--- src/rtl/segment_pkg.sv ---
// segment_pkg: shared types and the hex-to-seven-segment table for the display scanner.
// Cathode patterns are active-low, bit order {g,f,e,d,c,b,a}.
package segment_pkg;

    localparam int DIGITS_DEF = 8;

    localparam logic [15:0][6:0] SEG_LUT = {
        7'h0E, 7'h06, 7'h21, 7'h46, 7'h03, 7'h08, 7'h10, 7'h00,
        7'h78, 7'h02, 7'h12, 7'h19, 7'h30, 7'h24, 7'h79, 7'h40
    };

    typedef enum logic {BLANK, SHOW} scan_state_e;

    typedef enum logic {OWN_QUEUE, OWN_OVERLAY} owner_e;

endpackage

--- src/rtl/seg_hex_decode.sv ---
// seg_hex_decode: hex nibble to active-low {g,f,e,d,c,b,a} cathode pattern.
module seg_hex_decode
    import segment_pkg::*;
(
    input  logic [3:0] nibble_i,
    output logic [6:0] seg_o
);

    assign seg_o = SEG_LUT[nibble_i];

endmodule

--- src/rtl/seg_scan_arbiter.sv ---
// seg_scan_arbiter: multiplexed seven-segment scanner with frame-aligned queue/overlay ownership.
// Define SEG_DIM_EN to add the 3-bit dim input (PWM within the lit part of each slot).
module seg_scan_arbiter
    import segment_pkg::*;
#(
    parameter int DIGITS      = DIGITS_DEF,
    parameter int SCAN_DIV    = 14637,
    parameter int BLANK_CYC   = 1024,
    parameter int HOLD_FRAMES = 64
) (
    input  logic                       Origin_Clock,
    input  logic                       reset,
    input  logic [4*DIGITS-1:0]        q_data,
    input  logic [DIGITS-1:0]          q_mask,
    input  logic [DIGITS-1:0]          q_dp,
    input  logic                       ov_req,
    input  logic [4*DIGITS-1:0]        ov_data,
    input  logic [DIGITS-1:0]          ov_mask,
`ifdef SEG_DIM_EN
    input  logic [2:0]                 dim,
`endif
    output logic                       ov_grant,
    output logic                       frame_start,
    output logic [$clog2(DIGITS)-1:0]  digit_idx,
    output logic [DIGITS-1:0]          an,
    output logic [6:0]                 seg,
    output logic                       dp
);

    localparam int PW = $clog2(SCAN_DIV);
    localparam int DW = $clog2(DIGITS);
    localparam int HW = $clog2(HOLD_FRAMES + 1);

    logic [PW-1:0]       presc_q, presc_d;
    logic [DW-1:0]       digit_q, digit_d;
    scan_state_e         state_q, state_d;
    owner_e              owner_q, owner_d;
    logic [HW-1:0]       hold_q, hold_d;
    logic [4*DIGITS-1:0] data_q, data_d;
    logic [DIGITS-1:0]   mask_q, mask_d, dpm_q, dpm_d;
    logic [DIGITS-1:0]   an_q, an_d;
    logic [6:0]          seg_q, seg_d, seg_hex;
    logic                dp_q, dp_d, fs_q, fs_d;
    logic                wrap, boundary, to_ov, show, bright;

    assign wrap     = presc_q == PW'(SCAN_DIV - 1);
    assign boundary = wrap && digit_q == DW'(DIGITS - 1);
    assign show     = state_q == SHOW;

    always_comb begin
        presc_d = wrap ? '0 : presc_q + PW'(1);
        digit_d = wrap ? digit_q + DW'(1) : digit_q;
        state_d = wrap ? BLANK : (presc_q == PW'(BLANK_CYC - 1)) ? SHOW : state_q;
        owner_d = !boundary ? owner_q
                : (owner_q == OWN_QUEUE) ? (ov_req ? OWN_OVERLAY : OWN_QUEUE)
                : (hold_q != '0 || ov_req) ? OWN_OVERLAY : OWN_QUEUE;
        hold_d  = !boundary ? hold_q
                : (owner_q == OWN_QUEUE && ov_req) ? HW'(HOLD_FRAMES - 1)
                : (owner_q == OWN_OVERLAY && hold_q != '0) ? hold_q - HW'(1) : hold_q;
    end

    // Snapshot comes from whichever source wins this boundary; the overlay never lights dp.
    assign to_ov  = owner_d == OWN_OVERLAY;
    assign data_d = boundary ? (to_ov ? ov_data : q_data) : data_q;
    assign mask_d = boundary ? (to_ov ? ov_mask : q_mask) : mask_q;
    assign dpm_d  = boundary ? (to_ov ? '0 : q_dp) : dpm_q;

    seg_hex_decode u_dec (
        .nibble_i (data_q[{digit_q, 2'b00} +: 4]),
        .seg_o    (seg_hex)
    );

`ifdef SEG_DIM_EN
    logic [2:0] dim_q, dim_d;
    assign dim_d  = boundary ? dim : dim_q;
    assign bright = 3'((presc_q - PW'(BLANK_CYC)) >> (PW - 3)) >= dim_q;
`else
    assign bright = 1'b1;
`endif

    assign an_d  = (show && mask_q[digit_q] && bright) ? ~(DIGITS'(1) << digit_q) : '1;
    assign seg_d = show ? seg_hex : 7'h7F;
    assign dp_d  = !(show && dpm_q[digit_q]);
    assign fs_d  = boundary;

    always_ff @(posedge Origin_Clock or posedge reset) begin
        if (reset) begin
            presc_q <= '0;
            digit_q <= '0;
            state_q <= BLANK;
            owner_q <= OWN_QUEUE;
            hold_q  <= '0;
            data_q  <= '0;
            mask_q  <= '0;
            dpm_q   <= '0;
            an_q    <= '1;
            seg_q   <= 7'h7F;
            dp_q    <= 1'b1;
            fs_q    <= 1'b0;
`ifdef SEG_DIM_EN
            dim_q   <= '0;
`endif
        end else begin
            presc_q <= presc_d;
            digit_q <= digit_d;
            state_q <= state_d;
            owner_q <= owner_d;
            hold_q  <= hold_d;
            data_q  <= data_d;
            mask_q  <= mask_d;
            dpm_q   <= dpm_d;
            an_q    <= an_d;
            seg_q   <= seg_d;
            dp_q    <= dp_d;
            fs_q    <= fs_d;
`ifdef SEG_DIM_EN
            dim_q   <= dim_d;
`endif
        end
    end

    assign ov_grant    = owner_q == OWN_OVERLAY;
    assign frame_start = fs_q;
    assign digit_idx   = digit_q;
    assign an          = an_q;
    assign seg         = seg_q;
    assign dp          = dp_q;

endmodule
--- config.mk ---
export PLATFORM = sky130hd
export DESIGN_NAME = seg_scan_arbiter
export DESIGN_NICKNAME = d
export VERILOG_FILES = /design/src/rtl/segment_pkg.sv /design/src/rtl/seg_hex_decode.sv /design/src/rtl/seg_scan_arbiter.sv
export SDC_FILE = /design/constraint.sdc
export NUM_CORES = 1
export LEC_CHECK = 0
export CORE_ASPECT_RATIO = 1.2
export CORE_MARGIN = 3
export CORE_UTILIZATION = 50
export CTS_CLUSTER_SIZE = 14
export DETAILED_ROUTE_END_ITERATION = 8
export PLACE_DENSITY = 0.81
export REMOVE_ABC_BUFFERS = 1
export SLEW_MARGIN = 20
export SYNTH_ARGS = -nofsm -noshare
export SYNTH_HDL_FRONTEND = slang
export SYNTH_SLANG_ARGS = --single-unit
--- constraint.sdc ---
create_clock -name Origin_Clock -period 3.3 [get_ports Origin_Clock]
set_input_delay 0.33 -clock Origin_Clock [delete_from_list [all_inputs] [get_ports Origin_Clock]]
set_output_delay 0.33 -clock Origin_Clock [all_outputs]
set_load 0.05 [all_outputs]
==> results summary, run 1 <==
The number of slew-limit violations in the final report came out at 0. The starting density of the core is 0.519. The number of antenna violations at the first check in global routing came out at 0.

The leakage power is 2.50 nW. On the worst path, the slowest cell contributes a delay of 0.70 ns. The logic depth of the worst path, buffers included is 7. The setup violation total in the final timing report came out at 0. Counting cells, the worst reg-to-reg path comes to 7. Counting flops with an async set or reset pin after synthesis yields a share of 1.00.

The hold violation count in the final report is 0. The area growth from synthesis to final layout is 29.5%. The number of antenna diodes is 0. The H-tree generated during clock tree synthesis spans 3 levels. The via total after detailed routing came out at 3697. The type of the tightest min-delay check is input port to async pin. The post-place setup slack came out at 0.775 ns. The number of optimization iterations in the first detailed-route pass is 4. The placeable core region is 9180 um2. By area the synthesized netlist is led by sky130_fd_sc_hd__dfrtp_1 39%, sky130_fd_sc_hd__mux2i_1 9.9%, sky130_fd_sc_hd__dfstp_2 8.8%.

The ratio of cells with drive above 1 in the final layout is 0.110. The final routed wirelength across all metal layers came out at 10400 um. Data on the critical path is required at its endpoint by 3.53 ns.

The total standard cell area after synthesis came out at 4770 um2. The power consumption is 1.96 mW. After global routing the overflow that remains totals 0. After synthesis, the most frequently instantiated cells are 75 x sky130_fd_sc_hd__dfrtp_1, 70 x sky130_fd_sc_hd__nand2_1, 48 x sky130_fd_sc_hd__o21ai_0. The total power per unit cell area is 318 nW/um2. The total of warnings raised by yosys came out at 0.

Across the run, the number of max-cap violations was 0. The maximum buffer depth of the clock tree is 2. The first routing iteration left 204 violations. The global routing usage summed across all routing layers is 0.209. Setup repair after global routing left no endpoint under its margin. The met2 usage is 0.356. The congestion estimate from routability-driven global placement came to 0.861. The setup TNS came out at 0 ns. The tightest slew margin relative to the limit came out at 0.546.

The post-detailed-route count of antenna-violating nets came out at 0. The met3 track utilization from global routing came out at 0.0392. Once layout is complete, the utilization of the core stands at 0.672. Measured along the y axis, the die boundary spans 113 um.

The floorplan die area is 10700 um2. The achievable frequency is 388 MHz. The worst setup path is launched from a flop. Among all cell types in the netlist, the one instantiated most often is sky130_fd_sc_hd__dfrtp_1. The measured slew at the worst slew-check pin is 0.674 ns. The per-cell routed wire length is 15.4 um. After detailed routing, the number of vias per cell comes to 5.48. The number of clock sinks seen by CTS came out at 91. The floorplan has 38 rows. The kind of end point of the critical path is a flop. The sequential element share of the synthesized area is 0.482.

The count of flip-flops with a built-in enable after synthesis came out at 0. For the worst setup path, the data arrival time is 2.81 ns. In the finished design, the share of the clock period the worst path needs comes to 0.781.

Counting both buffers and inverters, the worst setup path holds a total of 2. The I/O pin total came out at 112. Across the VDD grid, the largest voltage drop is 0.201 mV. The run finished with clean final reports.

The met1 global-route usage is 0.265. The final worst clock skew came out at 0.0158 ns. The quantity of I/O buffers inserted on ports is 111.

The number of cells produced by synthesis came out at 445. The kind of cell adding the most delay to the critical path is compound AO/OA/AOI/OAI gates. The final worst setup slack is 0.721 ns.

The clock root buffer is sky130_fd_sc_hd__clkbuf_8. The worst setup path is of the flop to flop kind. The post-cts sizing count is 0. The hold buffer count at CTS is 0. The slowest stage of the critical path belongs to the cell sky130_fd_sc_hd__a21oi_4. In the synthesized netlist the dominant register cell turns out to be sky130_fd_sc_hd__dfrtp_1. The via count of the first global-routing pass is 3812. The area share of the largest cell type after synthesis came out at 0.394. Buffers added to address setup during post-CTS repair amount to 0. A synthesized cell averages 10.7 um2. The layer carrying the most global-route usage is met2.

The horizontal extent of the die is 95.1 um. After clock tree synthesis, the clock-pin slew on the worst setup and hold paths is 0.10 ns. TritonCTS built the clock tree. The number of library cell types mapped by synthesis is 57.

The library cell occupying the most area in the post-synthesis netlist is sky130_fd_sc_hd__dfrtp_1. The placed wire-length estimate came out at 7970 um. The synthesized design contains 91 register bits. The first global-routing pass estimated 17700 um of wire.

The minimum period implied by the final worst setup slack came out at 2.58 ns. The clock buffer count from CTS came out at 9. Entering global routing, the biggest net connects 65 pins. The source-to-sink clock delay at the later pin of the worst-skew pair is 0.36 ns. The maximum fanout count along the critical path is 28. Traced cell by cell, the critical path runs through inv_1 > ha_1 > nand3_1 > a21oi_4 > buf_12 > mux2i_1 > o21ai_0. The final net count came out at 657.

The detailed-route DRC error count is 0.
area by class of cell:
type                            instances  area (um2)
Multi-Input combinational cell        315        2290
Tap cell                              120         150
Clock buffer                            9         124
Sequential cell                        91        2300
Fill cell                             675        3010
Clock inverter                          7        58.8
Inverter                               15        57.6
Timing Repair Buffer                  118        1190
metal layers:
layer,share of wire,vias to the layer above
met2,0.51,119
met1,0.42,1769
met5,0,-
met3,0.055,12
li1,-,1797
met4,0.015,0
path summary, 6_finish.rpt:
kind | from | end | slack, ns
max | hold_q[0] | mask_q[5] | 0.72
min | reset | presc_q[4] | 0.35
max reg2reg | hold_q[0] | mask_q[5] | 0.72
min reg2reg | data_q[0] | data_q[0] | 0.48
max in group asynchronous | reset | data_q[0] | 2.15
min in group Origin_Clock | data_q[0] | data_q[0] | 0.48
cell usage in the layout, fill, tap and decap left out, types with 4 or more instances in the layout:
cell type,n
sky130_fd_sc_hd__dfstp_2,16
sky130_fd_sc_hd__nor3_1,10
sky130_fd_sc_hd__mux4_2,6
sky130_fd_sc_hd__nand4_1,5
sky130_fd_sc_hd__a22o_1,9
sky130_fd_sc_hd__mux2i_1,47
sky130_fd_sc_hd__ha_1,16
sky130_fd_sc_hd__nand2_1,69
sky130_fd_sc_hd__o21ai_0,48
sky130_fd_sc_hd__nor2_1,21
sky130_fd_sc_hd__clkbuf_8,9
sky130_fd_sc_hd__a21oi_1,12
sky130_fd_sc_hd__xnor2_1,6
sky130_fd_sc_hd__mux4_1,4
sky130_fd_sc_hd__inv_1,14
sky130_fd_sc_hd__buf_4,5
sky130_fd_sc_hd__xor2_1,5
sky130_fd_sc_hd__dfrtp_1,75
sky130_fd_sc_hd__clkdlybuf4s50_1,111
sky130_fd_sc_hd__and3_1,5
metrics by stage:
step                hold WS, ns  instances  area (um2)
floorplan                 0.442        421        4640
global placement          0.455        659        5990
detailed placement        0.468        659        5990
CTS                       0.371        675        6170
global route              0.417        675        6170
finish                    0.353        675        6170
registers in the layout, indices dropped and copies added, names as in the netlist:
signal and cells:
data_q 32, presc_q 14, an 8, dpm_q 8
mask_q 8, hold_q 7, seg 7, digit_idx 3
dp 1, frame_start 1, ov_grant 1, show 1
cells by family (layout without fill, tap and decap cells):
logic type	after synthesis	after routing	synth area share
compound gates	88	88	0.115
xor+xnor	11	11	0.0202
fa+ha+maj	16	16	0.0420
buf+inv	39	149	0.0386
flops	91	91	0.482
mux	61	61	0.161
simple gates	139	139	0.141
power breakdown:
| group | switching (mW) | leakage [nW] | internal (mW) |
|---|---|---|---|
| combinational | 0.0448 | 1.44 | 0.104 |
| clock | 0.414 | 0.0868 | 0.284 |
| sequential | 0.000883 | 0.975 | 1.12 |
Note: power is estimated with default switching activity, not from simulation.
==> inputs of run 2 (changes only) <==
==> constraint.sdc (replaced) <==
create_clock -name Origin_Clock -period 2.67 [get_ports Origin_Clock]
set_input_delay 0.267 -clock Origin_Clock [delete_from_list [all_inputs] [get_ports Origin_Clock]]
set_output_delay 0.267 -clock Origin_Clock [all_outputs]
set_load 0.05 [all_outputs]
==> run 2 against run 1 <==
Compared with the run above: setup slack got worse by 0.45 ns; fmax up 7.5%; non-clock buffer count rose by 2; die area is the same; cell count increased by 0.30%; register-to-register slack lost 0.45 ns; largest power group unchanged; sequential share of layout area is 0.24 points lower.
==> results summary, run 2 (synthesized netlist as in run 1, its figures left out) <==
The via total after detailed routing came out at 3726 (+0.78%). The total power per unit cell area is 401 nW/um2 (+26%). The setup TNS is 0 ns (unchanged). The tightest min-delay check is of the input port to async pin type. The via count of the first global-routing pass is 3757 (-1.4%). TritonCTS built the clock tree. The placeable core region is 9180 um2 (unchanged). The post-cts sizing count came out at 0 (unchanged). The site row count came out at 38 (unchanged). The detailed-route DRC error count is 0 (unchanged). The final worst clock skew came to 0.0114 ns (-0.00447 ns). The residual overflow from global routing was 0 (unchanged). The minimum period implied by the final worst setup slack came out at 2.40 ns (-0.180 ns). The setup path with the least slack is of type flop to flop. The hold violation count in the final report came out at 0 (unchanged). Setup repair after global routing left no endpoint under its margin. The source-to-sink clock delay at the later pin of the worst-skew pair came out at 0.36 ns (about the same).

The post-CTS setup repair buffer count is 0 (unchanged). The measured slew at the worst slew-check pin came to 0.691 ns (+0.0167 ns). The final worst setup slack is 0.271 ns (-0.450 ns). The number of antenna violations at the first check in global routing came out at 0 (unchanged).

The number of flip-flops under the largest register name is 32 (unchanged). The number of antenna diodes is 0 (unchanged). The setup violation total in the final timing report is 0 (unchanged). The flow ran to the end, and the final reports show no timing, DRC or antenna violations.

The quantity of I/O buffers inserted on ports came out at 111 (unchanged). The floorplan die area is 10700 um2 (unchanged). The clock buffer count from CTS is 9 (unchanged). The final routed wirelength across all metal layers came out at 10500 um (+1.3%). The number of slew-limit violations in the final report came out at 0 (unchanged). Ranked by flip-flop count, first place goes to data_q.

The maximum buffer depth of the clock tree is 2 (unchanged). The placed wire-length estimate was 8000 um (+0.43%). The clock-pin slew on the worst setup and hold paths is 0.08 ns (-0.02 ns). The ratio of cells with drive above 1 in the final layout is 0.110 (-0.000395). The launching element type of the critical path is a flop.

The leakage power is 2.52 nW (+0.88%). The maximum level of the CTS H-tree came out at 3 (unchanged). The placer's final routability congestion estimate came out at 0.902 (+4.9%). In this run the worst setup path begins at digit_idx[1]. The clock root buffer is sky130_fd_sc_hd__clkbuf_8.

The number of clock sinks seen by CTS came out at 91 (unchanged). The die extent in y came to 113 um (unchanged). The final net count came out at 659 (+0.30%). The data arrival time of the critical path is 2.69 ns (-0.12 ns).

The maximum VDD drop came out at 0.199 mV (-0.97%). The worst hold slack after final layout is 0.318 ns (-0.0352 ns). The placed standard-cell area came out at 6020 um2 (+0.46%).

The detailed router's first-iteration violation count is 231 (+13%). The endpoint required time on the critical path came out at 2.96 ns (-0.57 ns). The global routing usage summed across all routing layers came out at 0.209 (about the same). The cell count of the worst reg-to-reg path is 7 (unchanged). The tightest slew margin relative to the limit came out at 0.535 (-0.0113). Leaving out fill and tap cells, the most frequent cells in the layout are 111 x sky130_fd_sc_hd__clkdlybuf4s50_1, 75 x sky130_fd_sc_hd__dfrtp_1, 69 x sky130_fd_sc_hd__nand2_1, 48 x sky130_fd_sc_hd__o21ai_0, 47 x sky130_fd_sc_hd__mux2i_1. The number of optimization iterations in the first detailed-route pass is 5 (+1). In this run the critical register-to-register path is launched from digit_idx[1].

The final non-filler cell area came out at 6210 um2 (+0.65%). The largest registers in the layout are data_q: 32 flops, presc_q: 14 flops. The I/O pin total came out at 112 (unchanged). The horizontal extent of the die came out at 95.1 um (unchanged). The worst setup path is captured at a flop.

The post-place setup slack came to 0.298 ns (-0.477 ns). The starting density of the core is 0.519 (unchanged). The hold buffer count at CTS is 0 (unchanged). The vias per cell was 5.50 (+0.49%). The achievable frequency came to 417 MHz (+7.5%). The post-detailed-route count of antenna-violating nets came out at 0 (unchanged). The pin count of the biggest net entering global routing was 92 (+42%). The global-route wire length before repair was 17700 um (about the same). The final period utilization was 0.899 (+0.117). The maximum fanout count along the critical path came out at 10 (-64%).

The per-cell routed wire length came out at 15.6 um (+0.99%). The most common cell after layout, fill and taps aside is sky130_fd_sc_hd__clkdlybuf4s50_1. The max-capacitance violation count is 0 (unchanged). The area growth from synthesis to final layout came out at 30.3%.
## run 2: changes by cell type in the layout (fill, tap and decap cells not counted)
| cell | delta |
|---|---|
| sky130_fd_sc_hd__inv_6 | -3 |
| sky130_fd_sc_hd__clkbuf_1 | +2 |
| sky130_fd_sc_hd__clkinv_4 | -2 |
| sky130_fd_sc_hd__buf_12 | +1 |
| sky130_fd_sc_hd__buf_4 | +1 |
| sky130_fd_sc_hd__bufinv_16 | +1 |
| sky130_fd_sc_hd__clkbuf_8 | +1 |
| sky130_fd_sc_hd__clkinv_2 | +1 |
## run 2: critical path, cell delays in order, from the launching register on
cell                       delay, ns
sky130_fd_sc_hd__dfrtp_1        0.58
sky130_fd_sc_hd__mux4_2         0.55
sky130_fd_sc_hd__mux2_2         0.32
sky130_fd_sc_hd__inv_1          0.17
sky130_fd_sc_hd__ha_1           0.28
sky130_fd_sc_hd__nor3_1         0.20
sky130_fd_sc_hd__a211oi_1       0.08
sky130_fd_sc_hd__a21oi_1        0.16
## run 2: worst paths after layout
kind	endpoint	slack (ns)
max in group asynchronous	seg[6]	1.95
max	seg[3]	0.27
max reg2reg	seg[3]	0.27
min	presc_q[13]	0.32
min reg2reg	mask_q[0]	0.49
min in group Origin_Clock	mask_q[0]	0.49
## run 2: through the flow
step | power (mW) | instances | utilization
floorplan | 1.45 | 421 | -
detailed placement | 1.60 | 661 | 0.656
finish | 2.49 | 677 | 0.677
global placement | 1.59 | 661 | 0.656
global route | 2.58 | 677 | 0.677
CTS | 2.51 | 677 | 0.677
## run 2: power by group
part | leakage (nW) | switching [mW] | internal, mW
Combinational | 1.45 | 0.0558 | 0.130
Clock | 0.0926 | 0.466 | 0.457
Sequential | 0.975 | 0.00138 | 1.38
Total | 2.52 | 0.523 | 1.97
## run 2: layout make-up
cell class / count / area (um2)
inverter: 15 / 57.6
tap: 120 / 150
clock inverter: 4 / 50.0
fill: 673 / 2970
multi-input combinational: 315 / 2290
timing repair buffer: 120 / 1220
clock buffer: 12 / 145
sequential: 91 / 2300
## run 2: layer usage
| metal | vias up | share of wire | track usage |
|---|---|---|---|
| met5 | - | 0 | 0 |
| met4 | 0 | 0.012 | 0.0741 |
| met3 | 13 | 0.055 | 0.0459 |
| met2 | 116 | 0.51 | 0.348 |
| met1 | 1797 | 0.43 | 0.268 |
| li1 | 1800 | - | - |
